[src/rtl/fetch_pkg.sv]
// Shared types and constants for the SimpleRISC instruction-fetch stage.
package fetch_pkg;
  localparam int INSTR_W = 32;
  localparam int PC_STEP = 4;
  // SimpleRISC nop; the OF stage inserts it when fetch presents a bubble.
  localparam logic [INSTR_W-1:0] NOP_INSTR = 32'h6800_0000;

  typedef logic [INSTR_W-1:0] instr_t;
endpackage

[src/rtl/fetch_skid_buffer.sv]
// One-entry {instr, pc} holding register with load, unload and flush.
module fetch_skid_buffer
  import fetch_pkg::*;
#(
  parameter int PC_W = 32
) (
  input  logic            clk,
  input  logic            rst,
  input  logic            flush,
  input  logic            load,
  input  logic            unload,
  input  instr_t          in_instr,
  input  logic [PC_W-1:0] in_pc,
  output logic            valid,
  output instr_t          instr,
  output logic [PC_W-1:0] pc
);

  logic            valid_q, valid_d;
  instr_t          instr_q, instr_d;
  logic [PC_W-1:0] pc_q, pc_d;

  // Flush beats load, load beats unload; contents hold when the entry empties.
  always_comb begin
    valid_d = valid_q;
    instr_d = instr_q;
    pc_d    = pc_q;
    if (flush) begin
      valid_d = 1'b0;
    end else if (load) begin
      valid_d = 1'b1;
      instr_d = in_instr;
      pc_d    = in_pc;
    end else if (unload) begin
      valid_d = 1'b0;
    end
  end

  always_ff @(posedge clk or posedge rst) begin
    if (rst) begin
      valid_q <= 1'b0;
      instr_q <= '0;
      pc_q    <= '0;
    end else begin
      valid_q <= valid_d;
      instr_q <= instr_d;
      pc_q    <= pc_d;
    end
  end

  assign valid = valid_q;
  assign instr = instr_q;
  assign pc    = pc_q;

endmodule

[src/rtl/fetch_unit.sv]
// SimpleRISC fetch stage: PC, BRAM address issue, skid and output register
// feeding the IF/OF latch over valid/ready, with branch redirect.
module fetch_unit
  import fetch_pkg::*;
#(
  parameter int              PC_W     = 32,
  parameter int              ADDR_W   = 10,
  parameter logic [PC_W-1:0] RESET_PC = '0
) (
  input  logic              clk,
  input  logic              rst,
  output logic [ADDR_W-1:0] imem_addr,
  input  instr_t            imem_dout,
  input  logic              redirect_valid,
  input  logic [PC_W-1:0]   redirect_pc,
  input  logic              out_ready,
  output logic              out_valid,
  output instr_t            out_instr,
  output logic [PC_W-1:0]   out_pc
);

  logic [PC_W-1:0] pc_q, pc_d;
  logic [PC_W-1:0] rd_pc_q, rd_pc_d;
  logic            rd_valid_q, rd_valid_d;

  logic            stage_free, issue, arrival;
  logic            skid_valid;
  instr_t          skid_instr;
  logic [PC_W-1:0] skid_pc;
  logic            skid_load, skid_unload, out_load, out_unload;
  instr_t          out_src_instr;
  logic [PC_W-1:0] out_src_pc;

  assign imem_addr = pc_q[ADDR_W+1:2];

  always_comb begin
    stage_free = !out_valid || out_ready;
    arrival    = rd_valid_q;
    issue      = stage_free && !redirect_valid;

    pc_d       = pc_q;
    rd_pc_d    = rd_pc_q;
    rd_valid_d = 1'b0;
    if (redirect_valid) begin
      pc_d = redirect_pc & ~PC_W'(PC_STEP - 1);
    end else if (issue) begin
      rd_valid_d = 1'b1;
      rd_pc_d    = pc_q;
      pc_d       = pc_q + PC_W'(PC_STEP);
    end

    // A word landing while the output is blocked parks in the skid; issue is
    // suppressed that same cycle, so the skid never meets a fresh arrival.
    skid_load   = !redirect_valid && !stage_free && arrival;
    skid_unload = !redirect_valid && stage_free && skid_valid;
    out_load    = !redirect_valid && stage_free && (skid_valid || arrival);
    out_unload  = stage_free;

    out_src_instr = skid_valid ? skid_instr : imem_dout;
    out_src_pc    = skid_valid ? skid_pc    : rd_pc_q;
  end

  always_ff @(posedge clk or posedge rst) begin
    if (rst) begin
      pc_q       <= RESET_PC;
      rd_pc_q    <= '0;
      rd_valid_q <= 1'b0;
    end else begin
      pc_q       <= pc_d;
      rd_pc_q    <= rd_pc_d;
      rd_valid_q <= rd_valid_d;
    end
  end

  fetch_skid_buffer #(.PC_W(PC_W)) u_skid (
    .clk      (clk),
    .rst      (rst),
    .flush    (redirect_valid),
    .load     (skid_load),
    .unload   (skid_unload),
    .in_instr (imem_dout),
    .in_pc    (rd_pc_q),
    .valid    (skid_valid),
    .instr    (skid_instr),
    .pc       (skid_pc)
  );

  fetch_skid_buffer #(.PC_W(PC_W)) u_out (
    .clk      (clk),
    .rst      (rst),
    .flush    (redirect_valid),
    .load     (out_load),
    .unload   (out_unload),
    .in_instr (out_src_instr),
    .in_pc    (out_src_pc),
    .valid    (out_valid),
    .instr    (out_instr),
    .pc       (out_pc)
  );

endmodule

[config.mk]
export PLATFORM = sky130hd
export DESIGN_NAME = fetch_unit
export DESIGN_NICKNAME = d
export VERILOG_FILES = /design/src/rtl/fetch_pkg.sv /design/src/rtl/fetch_skid_buffer.sv /design/src/rtl/fetch_unit.sv
export SDC_FILE = /design/constraint.sdc
export NUM_CORES = 1
export LEC_CHECK = 0
export CORE_ASPECT_RATIO = 1.5
export CORE_MARGIN = 8
export CORE_UTILIZATION = 40
export CTS_BUF_LIST = sky130_fd_sc_hd__clkbuf_2 sky130_fd_sc_hd__clkbuf_4 sky130_fd_sc_hd__clkbuf_8
export CTS_CLUSTER_SIZE = 10
export DETAILED_ROUTE_END_ITERATION = 8
export GPL_ROUTABILITY_DRIVEN = 0
export SYNTH_ARGS = -nofsm -noshare
export SYNTH_HDL_FRONTEND = slang
export SYNTH_SLANG_ARGS = --single-unit
[constraint.sdc]
create_clock -name clk -period 14.3 [get_ports clk]
set_input_delay 1.43 -clock clk [delete_from_list [all_inputs] [get_ports clk]]
set_output_delay 1.43 -clock clk [all_outputs]
set_load 0.03 [all_outputs]
==> results of run 1 <==
[power by group through the flow]
stage	sequential (uW)	clock, uW	combinational (uW)
floorplan	790	0	164
global placement	727	0	365
detailed placement	735	0	374
CTS	724	360	375
global route	742	383	397
finish	722	344	369
[synthesized netlist by cell type (all sizes together) (5+ instances only)]
cell      n
nand3    23
dfrtp   187
a21oi    65
mux2     92
buf      26
mux2i    63
o211ai    6
nor2     73
clkbuf   30
o31ai     8
a31oi     7
nand4    12
o21ai    11
xor2      7
nor2b     5
and3      8
nand2    33
or4      12
[flip-flops by register name, summed over array words and instances, names as in the netlist]
name and flops:
u_out.instr 32, u_skid.instr 32, pc_q 30, rd_pc_q 30, u_out.pc 30, u_skid.pc 30, arrival 1, u_out.valid 1
u_skid.valid 1
[worst reg2reg max path, delay by kind of cell (launching register included)]
family                 cells  cell delay, ns
flip-flops                 1            1.17
buffers and inverters      2            1.10
AND/OR/NAND/NOR            3            0.54
AO/OA/AOI/OAI              1            0.16
[layer usage]
layer | share of wire | global-route usage | vias up
met5 | 0 | 0 | -
met4 | 0.018 | 0.0550 | 0
met3 | 0.039 | 0.0283 | 17
met1 | 0.44 | 0.184 | 2815
li1 | - | - | 2721
met2 | 0.50 | 0.246 | 140
[cell type report]
cell class,count,area [um^2],share of cell area
sequential,187,4680,0.462
multi-input combinational,460,3310,0.326
timing repair buffer,144,1420,0.140
tap,264,330,0.0326
clock buffer,19,255,0.0252
clock inverter,13,130,0.0128
inverter,2,12.5,0.00123
[per-stage QoR]
stage	power (uW)	area, um^2	util	setup WS [ns]	instances
finish	1440	10100	0.499	10.58	1089
global route	1520	10100	0.499	10.52	1089
global placement	1090	9760	0.480	10.25	1057
CTS	1460	10100	0.499	10.65	1089
detailed placement	1110	9760	0.480	10.17	1057
floorplan	954	8250	-	7.78	705
[path summary, 6_finish.rpt]
| check | depth (start not counted) | slack (ns) | to | from |
|---|---|---|---|---|
| worst max-delay path | 5 | 10.58 | pc_q[21] | out_ready |
| worst min-delay path | 1 | 0.51 | u_skid.pc[9] | u_skid.pc[9] |
| worst max register to register | 6 | 11.26 | u_out.pc[25] | u_skid.valid |
| worst min register to register | 1 | 0.51 | u_skid.pc[9] | u_skid.pc[9] |
| max in group asynchronous | 3 | 11.13 | u_skid.pc[26] | rst |
| min in group asynchronous | 2 | 1.61 | u_out.instr[14] | rst |
[cell families after synthesis]
group / after synthesis / synth area share
simple gates: 188 / 0.114
flops: 187 / 0.567
mux: 155 / 0.202
compound gates: 106 / 0.0734
buf+inv: 58 / 0.0325
xor+xnor: 8 / 0.00850
fa+ha+maj: 1 / 0.00152
other cells: 1 / 0.000455
==> load_flow_metrics.sql, run 1 <==
INSERT INTO impl_metrics (metric_group, metric, value, unit) VALUES
('detailed_routing', 'viasPerCell', '5.23', ''),
('final_layout', 'layout.cells.most_common_list', '186 x dfrtp_1, 137 x clkdlybuf4s50_1, 92 x mux2_2', ''),
('worst_setup_path', 'worst_ep_arrival_time', '4.07', 'ns'),
('die', 'die_footprint', '25600', 'um^2'),
('cts', 'clock_tree.root_cell', 'clkbuf_8', ''),
('timing', 'final_max_slew_viol_count', '0', ''),
('cts', 'cts.htree.levels', '4', ''),
('synthesis', 'synthFlopType', 'dfrtp_1', ''),
('worst_setup_path', 'cp.buffers_inverters', '1', ''),
('synthesis', 'post_synth_inst_count', '704', ''),
('timing', 'worst-slew-pin-transition', '1.14', 'ns'),
('detailed_routing', 'vias', '5693', ''),
('detailed_routing', 'detail_route.wirelength', '18.5', 'mm'),
('cts', 'post_cts.repair.setup_buffers', '0', ''),
('worst_setup_path', 'crit_path_top_delay_cell', 'or4_2', ''),
('timing', 'clock.fmax', '269', 'MHz'),
('die', 'core', '20300', 'um^2'),
('power_and_ir_drop', 'power_switching', '461', 'uW'),
('timing', 'setup_viol', '0', ''),
('placed_design', 'buffer_ports.inserted', '138', ''),
('synthesis', 'synth.yosys.warnings', '0', ''),
('worst_setup_path', 'critical_path_required', '14.65', 'ns'),
('cts', 'worst_skew_pair.late_latency', '0.44', 'ns'),
('power_and_ir_drop', 'p_int', '975', 'uW'),
('synthesis', 'fraction_of_post_synthesis_cell_area_in_the_top_cell_type_by_area', '0.567', ''),
('timing', 'timing.max_slew.rel_slack', '0.242', ''),
('die', 'design.portCount', '143', ''),
('synthesis', 'synth.area.top_cells', 'dfrtp_1 57%, mux2_2 13%, mux2i_1 7.6%', ''),
('power_and_ir_drop', 'share_seq_of_total_power', '0.503', ''),
('global_routing', 'first_global_vias', '5866', ''),
('detailed_routing', 'drc_errors', '0', ''),
('synthesis', 'post_synth_num_cell_types', '42', ''),
('cts', 'clock_tree_from_tritoncts', 'built', ''),
('timing', 'layout_worst_path_cycle_share', '0.260', ''),
('final_layout', 'antenna_cells', '0', ''),
('final_layout', 'n_fill_cell', '1814', ''),
('final_layout', 'final_common_cell', 'dfrtp_1', ''),
('run_status', 'outcome', 'finished clean', ''),
('timing', 'final_setup_skew', '0.0149', 'ns'),
('timing', 'rsz0062_at_grt', 'no', ''),
('power_and_ir_drop', 'power.switching_fraction', '0.321', ''),
('job', 'max_cap_violations', '0', ''),
('timing', 'report.final.hold_viol_count', '0', ''),
('power_and_ir_drop', 'p_per_area', '141', 'nW/um^2'),
('final_layout', 'drive_above_1_share', '0.172', ''),
('global_routing', 'grt.total_usage', '0.147', ''),
('detailed_routing', 'firstDrtPassIters', '4', ''),
('timing', 'fin_setup_tns', '0', 'ns'),
('placed_design', 'dp.final_hpwl', '12.6', 'mm'),
('cts', 'cts-buffers-inserted', '17', ''),
('worst_setup_path', 'cp_cell_sequence', 'clkdlybuf4s50_1 -> nand2b_1 -> nand4_1 -> or4_2 -> a31oi_1', ''),
('synthesis', 'async_reset_ff_frac', '1.00', ''),
('synthesis', 'syn-cell-area', '8250', 'um^2'),
('cts', 'cts.repair.resized', '0', ''),
('cts', 'cts.sink_count', '187', ''),
('cts', 'cts_hold_repair.buffers', '0', ''),
('worst_setup_path', 'crit_family', 'simple AND/OR/NAND/NOR gates', ''),
('power_and_ir_drop', 'leakage', '0.00401', 'uW'),
('synthesis', 'synth_top_cell_by_area', 'dfrtp_1', ''),
('timing', 'min_period', '3.72', 'ns'),
('detailed_routing', 'drt.antenna.violating_nets', '0', ''),
('worst_setup_path', 'crit_path_max_fanout', '16', ''),
('power_and_ir_drop', 'ir_worst_vdd', '61.8', 'uV'),
('synthesis', 'synth_seq_cells', '187', ''),
('synthesis', 'synth_enable_flop_cells', '0', ''),
('cts', 'path_clk_slew', '0.09', 'ns'),
('final_layout', 'flow.area_growth_from_synthesis', '23.0', '%'),
('synthesis', 'synth_area_per_cell', '11.7', 'um^2'),
('detailed_routing', 'initialDrtViolationCount', '290', ''),
('global_routing', 'grt.overflow.total', '0', ''),
('die', 'initial_utilization', '0.405', '');
(Power assumes the default switching activity.)
==> inputs of run 2 (changes only) <==
- clock period: 14.3 -> 3.8 ns (I/O delays scaled with it)
==> run 2 against run 1 <==
Compared with the run above: combinational power grew to 3.8 times the previous value; sequential power increased to 3.8 times the previous value; clock skew is 0.00098 ns lower; non-clock buffer count grew 7; global-route usage up 0.28 points; cell area rose by 1.0%; routed wire length rose by 0.56%; clock power rose to 3.8 times the previous value; via count rose by 0.67%; sequential share of layout area shrank 0.46 points; flip-flop and latch count is the same; largest cell class unchanged; highest routed layer unchanged.
==> load_flow_metrics.sql, run 2 (synthesis results as in run 1) <==
INSERT INTO impl_metrics (metric_group, metric, value, unit) VALUES
('die', 'initial_utilization', '0.405', ''),
('die', 'die-width', '133', 'um'),
('final_layout', 'drive_above_1_share', '0.179', ''),
('timing', 'report.final.hold_viol_count', '0', ''),
('die', 'fp-row-count', '64', ''),
('min_path', 'hold_path.startpoint', 'redirect_valid', ''),
('placed_design', 'dp.final_hpwl', '13.3', 'mm'),
('final_layout', 'design_area', '10200', 'um^2'),
('timing', 'final_setup_skew', '0.0139', 'ns'),
('global_routing', 'grt.overflow.total', '0', ''),
('detailed_routing', 'firstDrtPassIters', '5', ''),
('cts', 'cts.sink_count', '187', ''),
('global_routing', 'grt.total_usage', '0.149', ''),
('worst_setup_path', 'critical_path.startpoint', 'pc_q[4]', ''),
('power_and_ir_drop', 'leakage', '0.00405', 'uW'),
('timing', 'final_max_slew_viol_count', '0', ''),
('global_routing', 'grt_start_max_net_pins', '125', ''),
('timing', 'clock.fmax', '413', 'MHz'),
('timing', 'timing.max_slew.rel_slack', '0.306', ''),
('detailed_routing', 'detail_route.wirelength', '18.6', 'mm'),
('final_layout', 'antenna_cells', '0', ''),
('power_and_ir_drop', 'p_per_area', '531', 'nW/um^2'),
('detailed_routing', 'viasPerCell', '5.23', ''),
('worst_setup_path', 'criticalPathCategory', 'register to register', ''),
('cts', 'cts.htree.levels', '4', ''),
('die', 'die_footprint', '25600', 'um^2'),
('placed_design', 'dpl-instance-area', '9850', 'um^2'),
('detailed_routing', 'route.detailed.wl_per_inst', '17.0', 'um'),
('cts', 'path_clk_slew', '0.11', 'ns'),
('worst_setup_path', 'crit_family', 'simple AND/OR/NAND/NOR gates', ''),
('die', 'die-height', '192', 'um'),
('cts', 'cts_buffer_depth', '2', ''),
('worst_setup_path', 'worst_ep_arrival_time', '2.81', 'ns'),
('final_layout', 'layout.cells.most_common_list', '186 x dfrtp_1, 137 x clkdlybuf4s50_1, 92 x mux2_2', ''),
('worst_setup_path', 'crit_path_max_fanout', '15', ''),
('job', 'max_cap_violations', '0', ''),
('detailed_routing', 'initialDrtViolationCount', '296', ''),
('timing', 'layout_worst_path_cycle_share', '0.638', ''),
('worst_setup_path', 'worstSetupEndpointType', 'register', ''),
('worst_setup_path', 'critical_path_required', '4.19', 'ns'),
('detailed_routing', 'vias', '5731', ''),
('power_and_ir_drop', 'ir_worst_vdd', '219', 'uV'),
('timing', 'rsz0062_at_grt', 'no', ''),
('final_layout', 'n_fill_cell', '1847', ''),
('worst_setup_path', 'cp.buffers_inverters', '0', ''),
('timing', 'setup_viol', '0', ''),
('worst_setup_path', 'crit_path_top_delay_cell', 'or4_2', ''),
('timing', 'min_period', '2.42', 'ns'),
('final_layout', 'final_common_cell', 'dfrtp_1', ''),
('final_layout', 'nets', '888', ''),
('cts', 'cts_hold_repair.buffers', '0', ''),
('worst_setup_path', 'critPathMaxStageDelay', '0.72', 'ns'),
('min_path', 'worstHoldPathType', 'input port to register', ''),
('cts', 'clock_tree_from_tritoncts', 'built', ''),
('detailed_routing', 'drt.antenna.violating_nets', '0', ''),
('timing', 'fin_setup_tns', '0', 'ns'),
('worst_setup_path', 'critical_path.reg2reg.startpoint', 'pc_q[4]', ''),
('global_routing', 'grt_pass1_wl', '31.0', 'mm'),
('power_and_ir_drop', 'power.total', '5440', 'uW'),
('cts', 'clock_tree.root_cell', 'clkbuf_8', ''),
('cts', 'cts.repair.resized', '0', ''),
('cts', 'worst_skew_pair.late_latency', '0.46', 'ns'),
('worst_setup_path', 'cp_cell_sequence', 'and4_1 -> nand4_1 -> or4_2 -> a31oi_1', ''),
('timing', 'worst-slew-pin-transition', '1.04', 'ns'),
('worst_setup_path', 'worst_setup_path_start_kind', 'register', ''),
('die', 'design.portCount', '143', ''),
('global_routing', 'number_of_antenna_violations_at_the_first_check_in_global_routing', '0', ''),
('min_path', 'timing.hold.worst_path_depth', '4', ''),
('final_layout', 'flow.area_growth_from_synthesis', '24.3', '%'),
('cts', 'post_cts.repair.setup_buffers', '0', ''),
('global_routing', 'first_global_vias', '5972', ''),
('die', 'core', '20300', 'um^2'),
('run_status', 'outcome', 'finished clean', ''),
('worst_setup_path', 'crit_cells', '4', ''),
('worst_setup_path', 'reg2reg_depth', '4', ''),
('placed_design', 'buffer_ports.inserted', '138', ''),
('detailed_routing', 'drc_errors', '0', ''),
('cts', 'cts-buffers-inserted', '17', '');
==> run 2: layout make-up <==
class	instances	area, um^2	area share
sequential	187	4680	0.457
multi-input combinational	460	3310	0.323
timing repair buffer	151	1510	0.147
tap	264	330	0.0322
clock buffer	18	248	0.0242
clock inverter	14	151	0.0148
inverter	2	11.3	0.00110
==> run 2: worst min-delay path, cell delays in order <==
cell and delay (ns):
buf_2 0.09, inv_1 0.05, buf_4 0.21, a31oi_1 0.14
==> run 2: per-layer routing <==
metal	global-route usage	up-vias	part of all wire
met3	0.0304	17	0.042
li1	-	2743	-
met4	0.0629	0	0.018
met2	0.253	133	0.50
met5	0	-	0
met1	0.182	2838	0.44
==> run 2: metrics by stage <==
| stage | cells | util | setup slack (ns) | hold slack, ns |
|---|---|---|---|---|
| after floorplan | 705 | - | 1.01 | 0.480 |
| after global placement | 1064 | 0.484 | 1.14 | 0.489 |
| after detailed placement | 1064 | 0.484 | 1.08 | 0.496 |
| after CTS | 1096 | 0.504 | 1.38 | 0.411 |
| after global routing | 1096 | 0.504 | 1.26 | 0.450 |
| final | 1096 | 0.504 | 1.38 | 0.454 |
==> run 2: final timing paths <==
kind                                          to  slack [ns]
worst max-delay path                    pc_q[21]        1.38
max in group asynchronous        u_out.instr[19]        2.49
worst min-delay path                    pc_q[22]        0.45
min in group asynchronous         u_out.instr[0]        0.50
worst max register to register          pc_q[21]        1.38
worst min register to register  u_skid.instr[16]        0.51
==> run 2: report_power, final <==
group,internal [uW],switching [uW]
Clock,565,752
Sequential,2430,295
Combinational,681,717
Total,3680,1760
==> inputs of run 3 (changes only) <==
- PLACE_DENSITY: unset -> 0.66
- clock period: 3.8 -> 2.1 ns (I/O delays scaled with it)
==> run 3 against run 2 <==
Compared with the run above: first-iteration DRC count is 17% lower; combinational power is 89% higher; register-to-register slack worse by 1.3 ns.
==> load_flow_metrics.sql, run 3 (synthesis results as in run 1) <==
INSERT INTO impl_metrics (metric_group, metric, value, unit) VALUES
('worst_setup_path', 'cp.buffers_inverters', '0', ''),
('detailed_routing', 'viasPerCell', '5.16', ''),
('detailed_routing', 'detail_route.wirelength', '18.5', 'mm'),
('run_status', 'outcome', 'finished clean', ''),
('timing', 'fin_hold_ws', '0.0706', 'ns'),
('placed_design', 'dp.cells', '1089', ''),
('power_and_ir_drop', 'leakage', '0.00422', 'uW'),
('min_path', 'worstHoldPathType', 'input port to async pin', ''),
('worst_setup_path', 'worstSetupEndpointType', 'register', ''),
('die', 'die_footprint', '25600', 'um^2'),
('cts', 'cts.htree.levels', '4', ''),
('timing', 'report.final.hold_viol_count', '0', ''),
('die', 'initial_utilization', '0.405', ''),
('cts', 'cts_buffer_depth', '2', ''),
('global_routing', 'grt_start_max_net_pins', '79', ''),
('placed_design', 'buffer_ports.inserted', '138', ''),
('detailed_routing', 'drt.antenna.violating_nets', '0', ''),
('power_and_ir_drop', 'p_int', '7000', 'uW'),
('detailed_routing', 'topRoutingLayerUsed', 'met4', ''),
('cts', 'post_cts.repair.setup_buffers', '0', ''),
('worst_setup_path', 'crit_cells', '4', ''),
('worst_setup_path', 'worst_setup_path_start_kind', 'register', ''),
('die', 'die-width', '133', 'um'),
('power_and_ir_drop', 'share_seq_of_total_power', '0.483', ''),
('detailed_routing', 'detailroute.wirelength.met3', '602', 'um'),
('worst_setup_path', 'critical_path_required', '2.48', 'ns'),
('power_and_ir_drop', 'p_per_area', '952', 'nW/um^2'),
('final_layout', 'finish.cell_count_without_fillers', '1121', ''),
('timing', 'clock.fmax', '505', 'MHz'),
('detailed_routing', 'met1Wirelength', '8.23', 'mm'),
('final_layout', 'fin_util', '0.520', ''),
('worst_setup_path', 'cp_cell_sequence', 'nand4_4 -> or4_1 -> or4_1 -> a31oi_1', ''),
('global_routing', 'grt.overflow.total', '0', ''),
('worst_setup_path', 'criticalPathCategory', 'register to register', ''),
('worst_setup_path', 'critPathMaxStageDelay', '0.59', 'ns'),
('job', 'max_cap_violations', '0', ''),
('final_layout', 'flow.area_growth_from_synthesis', '28.3', '%'),
('worst_setup_path', 'crit_path_top_delay_cell', 'or4_1', ''),
('timing', 'rsz0062_at_grt', 'no', ''),
('final_layout', 'nets', '914', ''),
('worst_setup_path', 'reg2reg_depth', '4', ''),
('cts', 'worst_skew_pair.late_latency', '0.46', 'ns'),
('cts', 'clock_tree.root_cell', 'clkbuf_8', ''),
('power_and_ir_drop', 'power.switching_fraction', '0.305', ''),
('final_layout', 'layout.cells.most_common_list', '185 x dfrtp_1, 137 x clkdlybuf4s50_1, 92 x mux2_2', ''),
('timing', 'min_period', '1.98', 'ns'),
('detailed_routing', 'initialDrtViolationCount', '245', ''),
('worst_setup_path', 'crit_family', 'simple AND/OR/NAND/NOR gates', ''),
('cts', 'cts-buffers-inserted', '17', ''),
('die', 'fp-row-count', '64', ''),
('worst_setup_path', 'crit_path_max_fanout', '5', ''),
('final_layout', 'final_common_cell', 'dfrtp_1', ''),
('detailed_routing', 'routed-wl-met2', '9.19', 'mm'),
('power_and_ir_drop', 'power_switching', '3070', 'uW'),
('final_layout', 'antenna_cells', '0', ''),
('timing', 'final_setup_skew', '0.00890', 'ns'),
('power_and_ir_drop', 'power_frac_clock', '0.255', ''),
('cts', 'clock_tree_from_tritoncts', 'built', ''),
('die', 'core', '20300', 'um^2'),
('detailed_routing', 'vias', '5781', ''),
('global_routing', 'grt.total_usage', '0.150', ''),
('detailed_routing', 'route.detailed.wl_per_inst', '16.5', 'um'),
('power_and_ir_drop', 'share_of_total_power_in_combinational_logic', '0.262', ''),
('global_routing', 'number_of_antenna_violations_at_the_first_check_in_global_routing', '0', ''),
('detailed_routing', 'drc_errors', '0', ''),
('timing', 'final_max_slew_viol_count', '0', ''),
('global_routing', 'grt_pass1_wl', '30.7', 'mm'),
('cts', 'cts.sink_count', '187', ''),
('die', 'die-height', '192', 'um'),
('final_layout', 'drive_above_1_share', '0.203', ''),
('timing', 'layout_worst_path_cycle_share', '0.944', ''),
('cts', 'path_clk_slew', '0.09', 'ns'),
('timing', 'setup_viol', '0', ''),
('die', 'design.portCount', '143', ''),
('global_routing', 'first_global_vias', '5939', ''),
('detailed_routing', 'firstDrtPassIters', '6', ''),
('placed_design', 'dp.final_hpwl', '13.1', 'mm'),
('worst_setup_path', 'cpMostUsedCell', 'or4_1', ''),
('worst_setup_path', 'worst_ep_arrival_time', '2.36', 'ns'),
('power_and_ir_drop', 'ir_worst_vdd', '445', 'uV');
## run 3: changes by cell type in the layout (fill, tap and decap cells not counted), sizes merged
cell / before / now
buf: 14 / 39
inv: 9 / 2
clkbuf: 18 / 22
bufinv: 1 / 3
dlygate4sd3: 0 / 1
## run 3: area by class of cell
class                   count  area [um^2]
inverters                   2         11.3
clock buffers              22          297
repair buffers            177         1810
multi-input cells         460         3310
flip-flops and latches    187         4680
well taps                 264          330
fillers                  1836         9760
clock inverters             9          136
## run 3: power groups by stage
stage	Combinational (uW)	Sequential, uW	Clock, uW
after CTS	2680	4870	2660
final	2640	4860	2570
after detailed placement	2670	4950	0
after global placement	2630	4900	0
after floorplan	1120	5380	0
after global routing	2840	4990	2790
## run 3: through the flow
stage	cell area (um^2)	setup slack (ns)	TNS (ns)	total power (uW)
global route	10600	0.0109	0	10600
detailed placement	10100	0.124	0	7620
floorplan	8250	-0.516	-96.59	6490
finish	10600	0.118	0	10100
global placement	10100	0.133	0	7530
CTS	10600	0.110	0	10200
## run 3: path summary, 6_finish.rpt
check,to,startpoint,slack [ns]
worst max-delay path,pc_q[25],pc_q[14],0.12
worst min register to register,u_skid.pc[26],u_skid.pc[26],0.51
worst min-delay path,u_skid.instr[3],rst,0.07
min in group clk,pc_q[13],redirect_pc[13],0.30
max in group asynchronous,u_skid.valid,rst,1.42
worst max register to register,pc_q[25],pc_q[14],0.12
## run 3: worst reg2reg max path, delay by kind of cell, from the launching register on
kind / cells / cell delay (ns)
AO/OA/AOI/OAI: 1 / 0.18
AND/OR/NAND/NOR: 3 / 1.27
flip-flops: 1 / 0.46
## run 3: what timing repair did
item,CTS,global route
hold endpoints to repair,1,0
gates resized for setup,0,1
endpoints found under the setup margin,0,1
hold buffers,1,0
## run 3: per-layer routing
| layer | vias up | GRT usage |
|---|---|---|
| met5 | - | 0 |
| met1 | 2853 | 0.184 |
| met2 | 110 | 0.250 |
| li1 | 2792 | - |
| met3 | 26 | 0.0312 |
| met4 | 0 | 0.0668 |
